`src/rtl/freq_counter_if.sv`:
```
// freq_counter_if: measurement bus between the frequency counter front end,
// the signal source and the LCD controller.
//
// Signals:
//   sig_in      signal under measurement (asynchronous to clk)
//   gate_count  32-bit window position, wraps GATE_CYCLES -> 1
//   data0..7    latched BCD result, data0 = least significant digit
//   overflow    latched with the data, 1 = window count saturated
//   done        result strobe
//
// Strobe semantics: done is a one-cycle valid with no ready. data*/overflow
// are valid in the cycle done is high and hold until the next done; the
// consumer must sample in that cycle because there is no back-pressure.
//
// Modports:
//   master  source / consumer side (drives sig_in, reads results)
//   slave   freq_counter side
interface freq_counter_if;
   logic        sig_in;
   logic [31:0] gate_count;
   logic [3:0]  data0;
   logic [3:0]  data1;
   logic [3:0]  data2;
   logic [3:0]  data3;
   logic [3:0]  data4;
   logic [3:0]  data5;
   logic [3:0]  data6;
   logic [3:0]  data7;
   logic        overflow;
   logic        done;

   modport master (
      output sig_in,
      input  gate_count, data0, data1, data2, data3,
             data4, data5, data6, data7, overflow, done
   );

   modport slave (
      input  sig_in,
      output gate_count, data0, data1, data2, data3,
             data4, data5, data6, data7, overflow, done
   );
endinterface

```
`src/rtl/freq_counter.sv`:
```
// freq_counter: measurement front end of the LCD frequency counter.
// Synchronises sig_in, counts its rising edges in BCD over a window of
// GATE_CYCLES clocks and latches the result at each window boundary.
//
// Parameters:
//   GATE_CYCLES  window length in clk cycles (2 .. 2^32-1)
//   DIGITS       active BCD digits (1..8); higher digits read as 0
//
// Ports:
//   clk  system clock, all logic on its rising edge
//   rst  synchronous reset, active-high
//   bus  freq_counter_if slave modport (sig_in in; gate_count, data0..7,
//        overflow, done out)
module freq_counter #(
   parameter int unsigned GATE_CYCLES = 50000000,
   parameter int unsigned DIGITS      = 8
) (
   input  logic          clk,
   input  logic          rst,
   freq_counter_if.slave bus
);

   localparam logic [31:0] GATE_END  = 32'(GATE_CYCLES);
   localparam logic [31:0] GATE_LAST = 32'(GATE_CYCLES - 1);

   logic                   s1, s2, s3;
   logic                   edge_hit;
   logic [31:0]            gate_count;
   logic                   boundary;
   logic [DIGITS-1:0][3:0] acc;
   logic [DIGITS-1:0][3:0] acc_inc;
   logic [DIGITS-1:0][3:0] acc_next;
   logic                   all_nines;
   logic                   carry;
   logic                   sat;
   logic                   sat_hit;
   logic [7:0][3:0]        data_q;
   logic                   overflow_q;

   // s1/s2 resolve metastability, s3 holds the previous sample for edge detect
   always_ff @(posedge clk) begin
      if (rst) begin
         s1 <= 1'b0;
         s2 <= 1'b0;
         s3 <= 1'b0;
      end else begin
         s1 <= bus.sig_in;
         s2 <= s1;
         s3 <= s2;
      end
   end

   assign edge_hit = s2 & ~s3;

   // Starts at 0 after reset but wraps to 1, so the first window
   // (0..GATE_CYCLES-1) and every later one (GATE_CYCLES,1..GATE_CYCLES-1)
   // both last exactly GATE_CYCLES cycles.
   always_ff @(posedge clk) begin
      if (rst) begin
         gate_count <= 32'd0;
      end else if (gate_count == GATE_END) begin
         gate_count <= 32'd1;
      end else begin
         gate_count <= gate_count + 32'd1;
      end
   end

   assign boundary = (gate_count == GATE_LAST);

   // Decimal ripple increment; at all-nines an edge is absorbed and flagged
   always_comb begin
      all_nines = 1'b1;
      carry     = edge_hit;
      acc_inc   = acc;
      for (int i = 0; i < int'(DIGITS); i++) begin
         if (acc[i] != 4'd9) begin
            all_nines = 1'b0;
         end
         if (carry) begin
            if (acc[i] == 4'd9) begin
               acc_inc[i] = 4'd0;
            end else begin
               acc_inc[i] = acc[i] + 4'd1;
               carry      = 1'b0;
            end
         end
      end
      sat_hit  = edge_hit & all_nines;
      acc_next = sat_hit ? acc : acc_inc;
   end

   // The boundary cycle's own edge (and its saturation) goes into the
   // reported result, then the accumulator restarts from zero.
   always_ff @(posedge clk) begin
      if (rst) begin
         acc        <= '0;
         sat        <= 1'b0;
         data_q     <= '0;
         overflow_q <= 1'b0;
      end else if (boundary) begin
         acc        <= '0;
         sat        <= 1'b0;
         data_q     <= 32'(acc_next);
         overflow_q <= sat | sat_hit;
      end else begin
         acc        <= acc_next;
         sat        <= sat | sat_hit;
      end
   end

   assign bus.gate_count = gate_count;
   assign bus.done       = (gate_count == GATE_END);
   assign bus.overflow   = overflow_q;
   assign bus.data0      = data_q[0];
   assign bus.data1      = data_q[1];
   assign bus.data2      = data_q[2];
   assign bus.data3      = data_q[3];
   assign bus.data4      = data_q[4];
   assign bus.data5      = data_q[5];
   assign bus.data6      = data_q[6];
   assign bus.data7      = data_q[7];

endmodule

```
`src/flat_wrapper.sv`:
```
// flat-port wrapper written by rule: the top's interface ports become plain ports
module freq_counter_flat 
#(
   parameter int unsigned GATE_CYCLES = 50000000,
   parameter int unsigned DIGITS      = 8
)
  (clk, rst, bus_sig_in, bus_gate_count, bus_data0, bus_data1, bus_data2, bus_data3, bus_data4, bus_data5, bus_data6, bus_data7, bus_overflow, bus_done);
  freq_counter_if bus_i ();
  input  logic clk;
  input  logic rst;
  input wire logic [$bits(bus_i.sig_in)-1:0] bus_sig_in;
  output wire logic [$bits(bus_i.gate_count)-1:0] bus_gate_count;
  output wire logic [$bits(bus_i.data0)-1:0] bus_data0;
  output wire logic [$bits(bus_i.data1)-1:0] bus_data1;
  output wire logic [$bits(bus_i.data2)-1:0] bus_data2;
  output wire logic [$bits(bus_i.data3)-1:0] bus_data3;
  output wire logic [$bits(bus_i.data4)-1:0] bus_data4;
  output wire logic [$bits(bus_i.data5)-1:0] bus_data5;
  output wire logic [$bits(bus_i.data6)-1:0] bus_data6;
  output wire logic [$bits(bus_i.data7)-1:0] bus_data7;
  output wire logic [$bits(bus_i.overflow)-1:0] bus_overflow;
  output wire logic [$bits(bus_i.done)-1:0] bus_done;
  assign bus_i.sig_in = bus_sig_in;
  assign bus_gate_count = bus_i.gate_count;
  assign bus_data0 = bus_i.data0;
  assign bus_data1 = bus_i.data1;
  assign bus_data2 = bus_i.data2;
  assign bus_data3 = bus_i.data3;
  assign bus_data4 = bus_i.data4;
  assign bus_data5 = bus_i.data5;
  assign bus_data6 = bus_i.data6;
  assign bus_data7 = bus_i.data7;
  assign bus_overflow = bus_i.overflow;
  assign bus_done = bus_i.done;
  freq_counter #(.GATE_CYCLES(GATE_CYCLES), .DIGITS(DIGITS)) u_core (.clk(clk), .rst(rst), .bus(bus_i));
endmodule
```
`config.mk`:
```
export PLATFORM = sky130hd
export DESIGN_NAME = freq_counter_flat
export DESIGN_NICKNAME = d
export VERILOG_FILES = /design/src/rtl/freq_counter_if.sv /design/src/rtl/freq_counter.sv /design/src/flat_wrapper.sv
export SDC_FILE = /design/constraint.sdc
export NUM_CORES = 1
export LEC_CHECK = 0
export CAP_MARGIN = 20
export CORE_MARGIN = 8
export CORE_UTILIZATION = 53
export CTS_CLUSTER_SIZE = 10
export DETAILED_ROUTE_END_ITERATION = 8
export PLACE_DENSITY = 0.83
export SETUP_SLACK_MARGIN = 0.3
export SLEW_MARGIN = 10
export SYNTH_ARGS = -nofsm -noshare
export SYNTH_HDL_FRONTEND = slang
export SYNTH_SLANG_ARGS = --single-unit
```
`constraint.sdc`:
```
create_clock -name clk -period 3.2 [get_ports clk]
set_clock_uncertainty 0.15 [all_clocks]
set_input_delay 0.64 -clock clk [delete_from_list [all_inputs] [get_ports clk]]
set_output_delay 0.64 -clock clk [all_outputs]
set_load 0.02 [all_outputs]
```
==> summary.txt, run 1 <==
STA
  • Fmax achieved: between 0.3 and 0.4 GHz
  • Setup TNS: 0 ns
  • Worst Tran Pin Value: 0.6454 ns
  • Final hold vios: 0
  • Period utilization: 0.8257
  • Slew margin rel.: 0.5658
  • Final min period: between 2 and 3 ns
  • Endpoints failing setup: 0
  • RSZ-0062 raised after global routing: no
  • Max Slew Vio Count: 0

Floorplanning
  • Die height: roughly 110 um
  • Core region area: roughly 0.0081 mm2
  • IO Count: 69
  • FP Rows: 33
  • Initial Util: 0.5430
  • Die W: 107.3 um
  • Die Area: 0.01151 mm2

Pwr
  • Clock network fraction of design power: 0.429
  • Seq pwr share: 0.546
  • Sw Ratio: 0.2060
  • Net load switching power: 479.2 uW
  • Peak supply drop: 289.1 uV
  • P_int: 1.847 mW
  • Pwr Density: 424.1 mW/mm2
  • P_leak: roughly 1.8 nW
  • Comb power frac: 0.024

Critical path
  • R2r setup slk: approximately 0.56 ns
  • CP Capture Type: primary output
  • Capturing point of the worst reg2reg path: u_core.bus.data3[3]$_SDFFE_PP0P_
  • Startpoint types: flip-flop
  • R2R depth: 7
  • Critical Path RT: 2.41 ns
  • CP max FO: 4
  • Worst Path Class, Setup: reg -> out
  • CP arrival: approximately 1.9 ns
  • Reg-to-Reg Start: u_core.bus.gate_count[0]$_SDFF_PP0_

GRT
  • Total gr overflow: 0
  • Gr usage total: 0.1778
  • Initial antenna violation count: 0
  • Largest net degree at the start of global routing: 33
  • Vias in the first global route: 3670
  • First-pass GRT wire length: roughly 17000 um

CTS
  • Later-pin clock latency in the skew report: ~0.36 ns
  • CTS tree: done
  • Clk sink count: around 100
  • Root Buffer: clkbuf_8
  • Hold buffer count at CTS: 0
  • Max Root-Sink Buffers: 2
  • Clock transition at the registers of the reported paths: approximately 0.10 ns
  • Total CTS buffers: 9
  • H-tree depth: 3

Synthesis
  • Ys async rst share: 0
  • Yosys warnings: 0
  • Syn_nets: 509
  • Simple-Gate Fraction of Synth Area: 0.2904
  • Mean Syn Cell Area: between 8 and 9 um2
  • Seq/Total Area, Yosys: 0.4578
  • Mapped Cells: slightly above 500
  • Adder-Cell Fraction of Synth Area: 0.005666
  • Synthesized cell area: about 0.0044 mm2
  • Largest family of logic cells by synthesized area: simple AND/OR/NAND/NOR gates
  • Synth Flop Type: dfxtp_1
  • Synthesis-stage register bit count: 101
  • Mux share of post-synthesis cell area: 0.02323
  • Compound-Gate Fraction of Synth Area: 0.1079
  • Post-synthesis cell type count: 56
  • EDFF count, synth: 0
  • Fraction of synthesized cell area in xor and xnor cells: 0.08329

Layout
  • Finished Layout Cells: between 600 and 700
  • Layout cells sized above 1: 0.08839
  • Final net count: 577
  • Ant diodes: 0
  • Layout Area Growth over Synthesis: 24.19%

Drt
  • Routed wire length: ~10000 um
  • DRC: 0
  • Max layer used: met4
  • Vias per cell: 5.582
  • Final ANT Viol Nets: 0
  • Met3 Wirelength: 676 um
  • First-pass DRT Iterations: 4
  • Iter 0 DRT Violations: 98
  • DRT met1 WL: 4555 um
  • WL met2: 5047 um
  • Vias: between 3000 and 4000
  • DR WL/cell: 15.25 um

Job
  • MaxCap Viol Count: 0

Placed design
  • GPL Wtd Cong: around 0.89
  • IO Port Bufs: 68
  • HPWL Detailed: 7373 um
  • Placed Cells: 665

Status
  • Status: completed

Min path
  • Hold-critical path endpoint: u_core.s2$_SDFF_PP0_
  • Worst hold path type: reg -> reg
  • Min-delay src: u_core.s1$_SDFF_PP0_
  • Hold path cells: 1
-- metal layers --
metal  vias up  global-route usage
met5         -                   0
met4         0             0.05930
met3        11             0.03593
met2       118              0.3071
met1      1789              0.2146
li1       1889                   -
-- power groups by stage --
| stage | registers, mW | clock network [mW] | logic [mW] |
|---|---|---|---|
| detailed placement | 1.30 | 0 | 0.0557 |
| CTS | 1.27 | 1.01 | 0.0566 |
| finish | 1.27 | 0.999 | 0.0563 |
| global route | 1.27 | 1.05 | 0.0625 |
| global placement | 1.30 | 0 | 0.0547 |
| floorplan | 1.30 | 0 | 0.0370 |
-- synth_stat cells (2+ instances only) --
cell type	n	area (um2)
a21oi_1	19	95.09
nand4_1	10	62.56
inv_1	16	60.06
nor4bb_1	3	30.03
mux2_2	2	22.52
a211oi_2	3	37.54
buf_2	7	35.03
a211oi_1	24	180.2
or2_2	4	25.02
ha_1	2	25.02
nand2b_1	3	18.77
nor4b_1	2	17.52
nor2_1	106	397.9
nor3_1	12	60.06
dfxtp_1	101	2022
and3_1	3	18.77
xnor2_1	23	201.4
and2_1	3	18.77
a222oi_1	2	20.02
nor3b_1	5	37.54
xor2_1	19	166.4
and4b_1	2	20.02
mux2i_1	8	80.08
nand3_1	23	115.1
nor4_4	3	63.81
nor2b_1	8	50.05
nand2_1	29	108.9
nand4b_1	3	26.28
nor4_1	7	43.79
clkbuf_1	11	41.29
o21ai_0	7	35.03
a31oi_1	3	18.77
or3_1	8	50.05
-- per-stage QoR --
stage / worst slack, ns / total power, mW / utilization / area, um2 / hold slack, ns
2_1_floorplan: 0.6824 / 1.339 / - / 4417 / 0.2638
3_3_place_gp: 0.4247 / 1.354 / 0.6402 / 5207 / 0.2734
3_5_place_dp: 0.2834 / 1.356 / 0.6402 / 5207 / 0.2969
4_1_cts: 0.4179 / 2.333 / 0.6748 / 5489 / 0.3175
5_1_grt: 0.3679 / 2.386 / 0.6744 / 5485 / 0.3347
6_report: 0.5579 / 2.326 / 0.6744 / 5485 / 0.3037
-- cell type report --
| cell class | instances | area (um2) |
|---|---|---|
| clock buffer | 11 | 151.4 |
| clock inverter | 5 | 106.4 |
| timing repair buffer | 76 | 735.7 |
| fill | 645 | 2649 |
| sequential | 101 | 2022 |
| inverter | 16 | 60.06 |
| multi-input combinational | 368 | 2278 |
| tap | 105 | 131.4 |
-- flip-flops by register name, indices dropped and copies added, names as in the netlist --
register,count
u_core.bus.data4,4
u_core.bus.data6,4
u_core.bus.data7,4
u_core.bus.data3,4
u_core.s3,1
u_core.bus.data0,4
u_core.bus.data5,4
u_core.bus.gate_count,32
u_core.s2,1
u_core.sat,1
u_core.s1,1
u_core.bus.data2,4
u_core.bus.overflow,1
u_core.acc,32
u_core.bus.data1,4
-- cell usage in the layout, fill, tap and decap left out, types with 4 or more instances in the layout --
cell type	netlist	final
a211oi_1	24	24
a21oi_1	19	19
buf_4	0	8
clkbuf_8	0	11
clkdlybuf4s50_1	0	67
dfxtp_1	101	101
inv_1	16	16
mux2i_1	8	8
nand2_1	29	29
nand3_1	23	22
nand4_1	10	10
nor2_1	106	106
nor2b_1	8	8
nor3_1	12	12
nor3b_1	5	5
nor4_1	7	5
o21ai_0	7	7
or2_2	4	4
or3_1	8	8
xnor2_1	23	23
xor2_1	19	19
-- critical path: stages, from the launching register on --
cell and delay, ns:
dfxtp_1 0.37, nor4b_2 0.31, nand4_1 0.18, nor3_1 0.20, nand3_1 0.11, nor2_1 0.13, clkbuf_2 0.18
-- worst max-delay path by stage --
| stage | end | depth (start not counted) | start |
|---|---|---|---|
| final | bus_done | 6 | u_core.bus.gate_count[18]$_SDFF_PP0_ |
| after global placement | bus_done | 6 | u_core.bus.gate_count[16]$_SDFF_PP0_ |
| after CTS | bus_done | 6 | u_core.bus.gate_count[18]$_SDFF_PP0_ |
| after global routing | u_core.acc[20]$_SDFF_PP0_ | 6 | u_core.bus.gate_count[0]$_SDFF_PP0_ |
| after detailed placement | bus_done | 6 | u_core.bus.gate_count[16]$_SDFF_PP0_ |
| after floorplan | u_core.acc[19]$_SDFF_PP0_ | 8 | u_core.bus.gate_count[0]$_SDFF_PP0_ |
-- what timing repair did --
item,CTS,global route
endpoints found under the setup margin,1,1
buffers inserted,1,0
pin swaps,1,0
gates resized for setup,4,2
-- kinds of logic (layout without fill, tap and decap cells) --
group / Yosys count / count (layout)
simple gates: 246 / 246
xor+xnor: 42 / 42
buf+inv: 35 / 108
flops: 101 / 101
fa+ha+maj: 2 / 2
mux: 10 / 10
compound gates: 68 / 68
Note: power is estimated with default switching activity, not from simulation.
==> run 2: changes to the inputs <==
CORE_UTILIZATION = 48   (was 53)
PLACE_DENSITY = 0.79   (was 0.83)
clock period = 2.2 ns   (was 3.2 ns; I/O delays follow)
==> summary.txt, run 2 (synthesis gave the netlist of run 1 again) <==
Drt
  • First-pass DRT Iterations: 7
  • DRT met1 WL: between 6000 and 7000 um
  • Iter 0 DRT Violations: ~300
  • Met3 Wirelength: 1512 um
  • Final ANT Viol Nets: 0
  • Vias: 5111
  • Vias per cell: 6.203
  • DR WL/cell: about 24 um
  • Max layer used: met4
  • WL met2: 10100 um
  • Routed wire length: around 20000 um
  • DRC: 0

STA
  • Worst Tran Pin Value: between 0.4 and 0.5 ns
  • Post-route setup slack: -0.2872 ns
  • Slew margin rel.: 0.6752
  • Final min period: approximately 2.5 ns
  • Max Slew Vio Count: 0
  • Hold slack: between 0.2 and 0.3 ns
  • Final hold vios: 0
  • Endpoints failing setup: between 90 and 100
  • Period utilization: 1.131
  • Setup TNS: -13.95 ns
  • Fmax achieved: around 0.40 GHz
  • RSZ-0062 raised after global routing: yes

Critical path
  • Slowest CP cell: or3b_4
  • Startpoint types: flip-flop
  • CP arrival: between 2 and 3 ns
  • Cell family with most CP delay: simple AND/OR/NAND/NOR gates
  • CP dominant cell by count: buf_4
  • Crit-path cells: buf_4 -> or3b_4 -> nor4_4 -> buf_4 -> a41o_1 -> o211ai_1 -> buf_4 -> mux2_4 -> nor2_2
  • CP max FO: 5
  • Worst Path Class, Setup: reg -> reg
  • Critical Path RT: 2.38 ns
  • Crit-path max cell delay: 0.44 ns
  • CP Buf/Inv Count: 3
  • CP Capture Type: flip-flop

Pwr
  • Comb power frac: 0.061
  • Net load switching power: around 870 uW
  • Clock network fraction of design power: 0.379
  • Seq pwr share: 0.561
  • P_leak: 3.187 nW
  • P_int: 2.417 mW
  • Sw Ratio: 0.2650
  • Pwr Density: slightly above 400 mW/mm2
  • Peak supply drop: between 400 and 500 uV

GRT
  • First-pass GRT wire length: 24910 um
  • Gr usage total: 0.2475
  • Total gr overflow: 0
  • Vias in the first global route: 4986
  • Largest net degree at the start of global routing: 27
  • Initial antenna violation count: 0

Placed design
  • IO Port Bufs: a little under 70
  • GPL Wtd Cong: 0.8437
  • HPWL Detailed: 8429 um
  • Placed Cells: roughly 740

Layout
  • Finished Layout Cells: between 800 and 900
  • Layout Area Growth over Synthesis: 79.24%
  • Most frequent cells in the layout: buf_4 (93), dfxtp_1 (72), dlygate4sd2_1 (62)
  • Final net count: roughly 700
  • Ant diodes: 0
  • Final Util: 0.8733
  • Most common cell after layout, fill and taps aside: buf_4
  • Largest regs: u_core.acc: 32 flops, u_core.bus.gate_count: 32 flops
  • Layout cells sized above 1: 0.5203

CTS
  • CTS tree: done
  • Max Root-Sink Buffers: 2
  • H-tree depth: 3
  • Root Buffer: clkbuf_8
  • Total CTS buffers: 9
  • Clock transition at the registers of the reported paths: 0.11 ns
  • Later-pin clock latency in the skew report: 0.41 ns
  • Clk sink count: around 100
  • Hold buffer count at CTS: 0

Floorplanning
  • IO Count: 69
  • FP Rows: 35
  • Core region area: just over 0.009 mm2
  • Die height: 111.9 um
  • Initial Util: 0.4872
  • Die Area: ~0.013 mm2
  • Die W: approximately 110 um

Status
  • Status: finished with violations
  • Failing checks: negative setup slack

Job
  • MaxCap Viol Count: 0

Min path
  • Worst hold path type: reg -> reg
run 2: final timing paths:
| check | to | slack, ns | from | cells after the start |
|---|---|---|---|---|
| setup / recovery | u_core.bus.data3[3]$_SDFFE_PP0P_ | -0.29 | u_core.acc[10]$_SDFF_PP0_ | 9 |
| hold / removal | u_core.s2$_SDFF_PP0_ | 0.29 | u_core.s1$_SDFF_PP0_ | 1 |
| setup reg to reg | u_core.bus.data3[3]$_SDFFE_PP0P_ | -0.29 | u_core.acc[10]$_SDFF_PP0_ | 9 |
| hold reg to reg | u_core.s2$_SDFF_PP0_ | 0.29 | u_core.s1$_SDFF_PP0_ | 1 |
run 2: layer usage:
| metal | global-route usage | vias up |
|---|---|---|
| met3 | 0.07738 | 117 |
| met4 | 0.1176 | 0 |
| met5 | 0 | - |
| met1 | 0.2553 | 2483 |
| li1 | - | 2163 |
| met2 | 0.4463 | 348 |
run 2: what timing repair did:
item,in CTS,in global routing
cloned,11,0
setup endpoints to repair,163,99
pin swaps,55,42
setup buffers,42,19
resized for setup,201,114
run 2: power groups by stage:
stage               Clock (mW)  Sequential (mW)  Combinational [mW]
floorplan                    0             1.90              0.0721
global placement             0             1.89               0.102
detailed placement           0             1.89               0.104
CTS                       1.19             1.85               0.168
global route              1.30             1.85               0.208
finish                    1.24             1.84               0.199
run 2: final cells by class:
cell class | instances | area, um2
sequential | 101 | 2073
timing repair buffer | 209 | 2082
multi-input combinational | 371 | 3363
tap | 111 | 138.9
clock inverter | 6 | 50.05
fill | 399 | 1149
inverter | 16 | 60.06
clock buffer | 10 | 148.9
run 2: worst register-to-register path, stage by stage (launching register included):
cell and delay, ns:
dfxtp_1 0.33, buf_4 0.16, or3b_4 0.44, nor4_4 0.36, buf_4 0.20, a41o_1 0.16, o211ai_1 0.11, buf_4 0.18
mux2_4 0.26, nor2_2 0.09
run 2: stage by stage:
stage	cell area [um2]	total power, mW	setup slack [ns]
2_1_floorplan	4741	1.967	-0.04677
3_3_place_gp	5984	1.992	-0.1820
3_5_place_dp	5984	1.995	-0.2567
4_1_cts	7259	3.208	-0.1553
5_1_grt	7916	3.353	-0.3503
6_report	7916	3.289	-0.2872
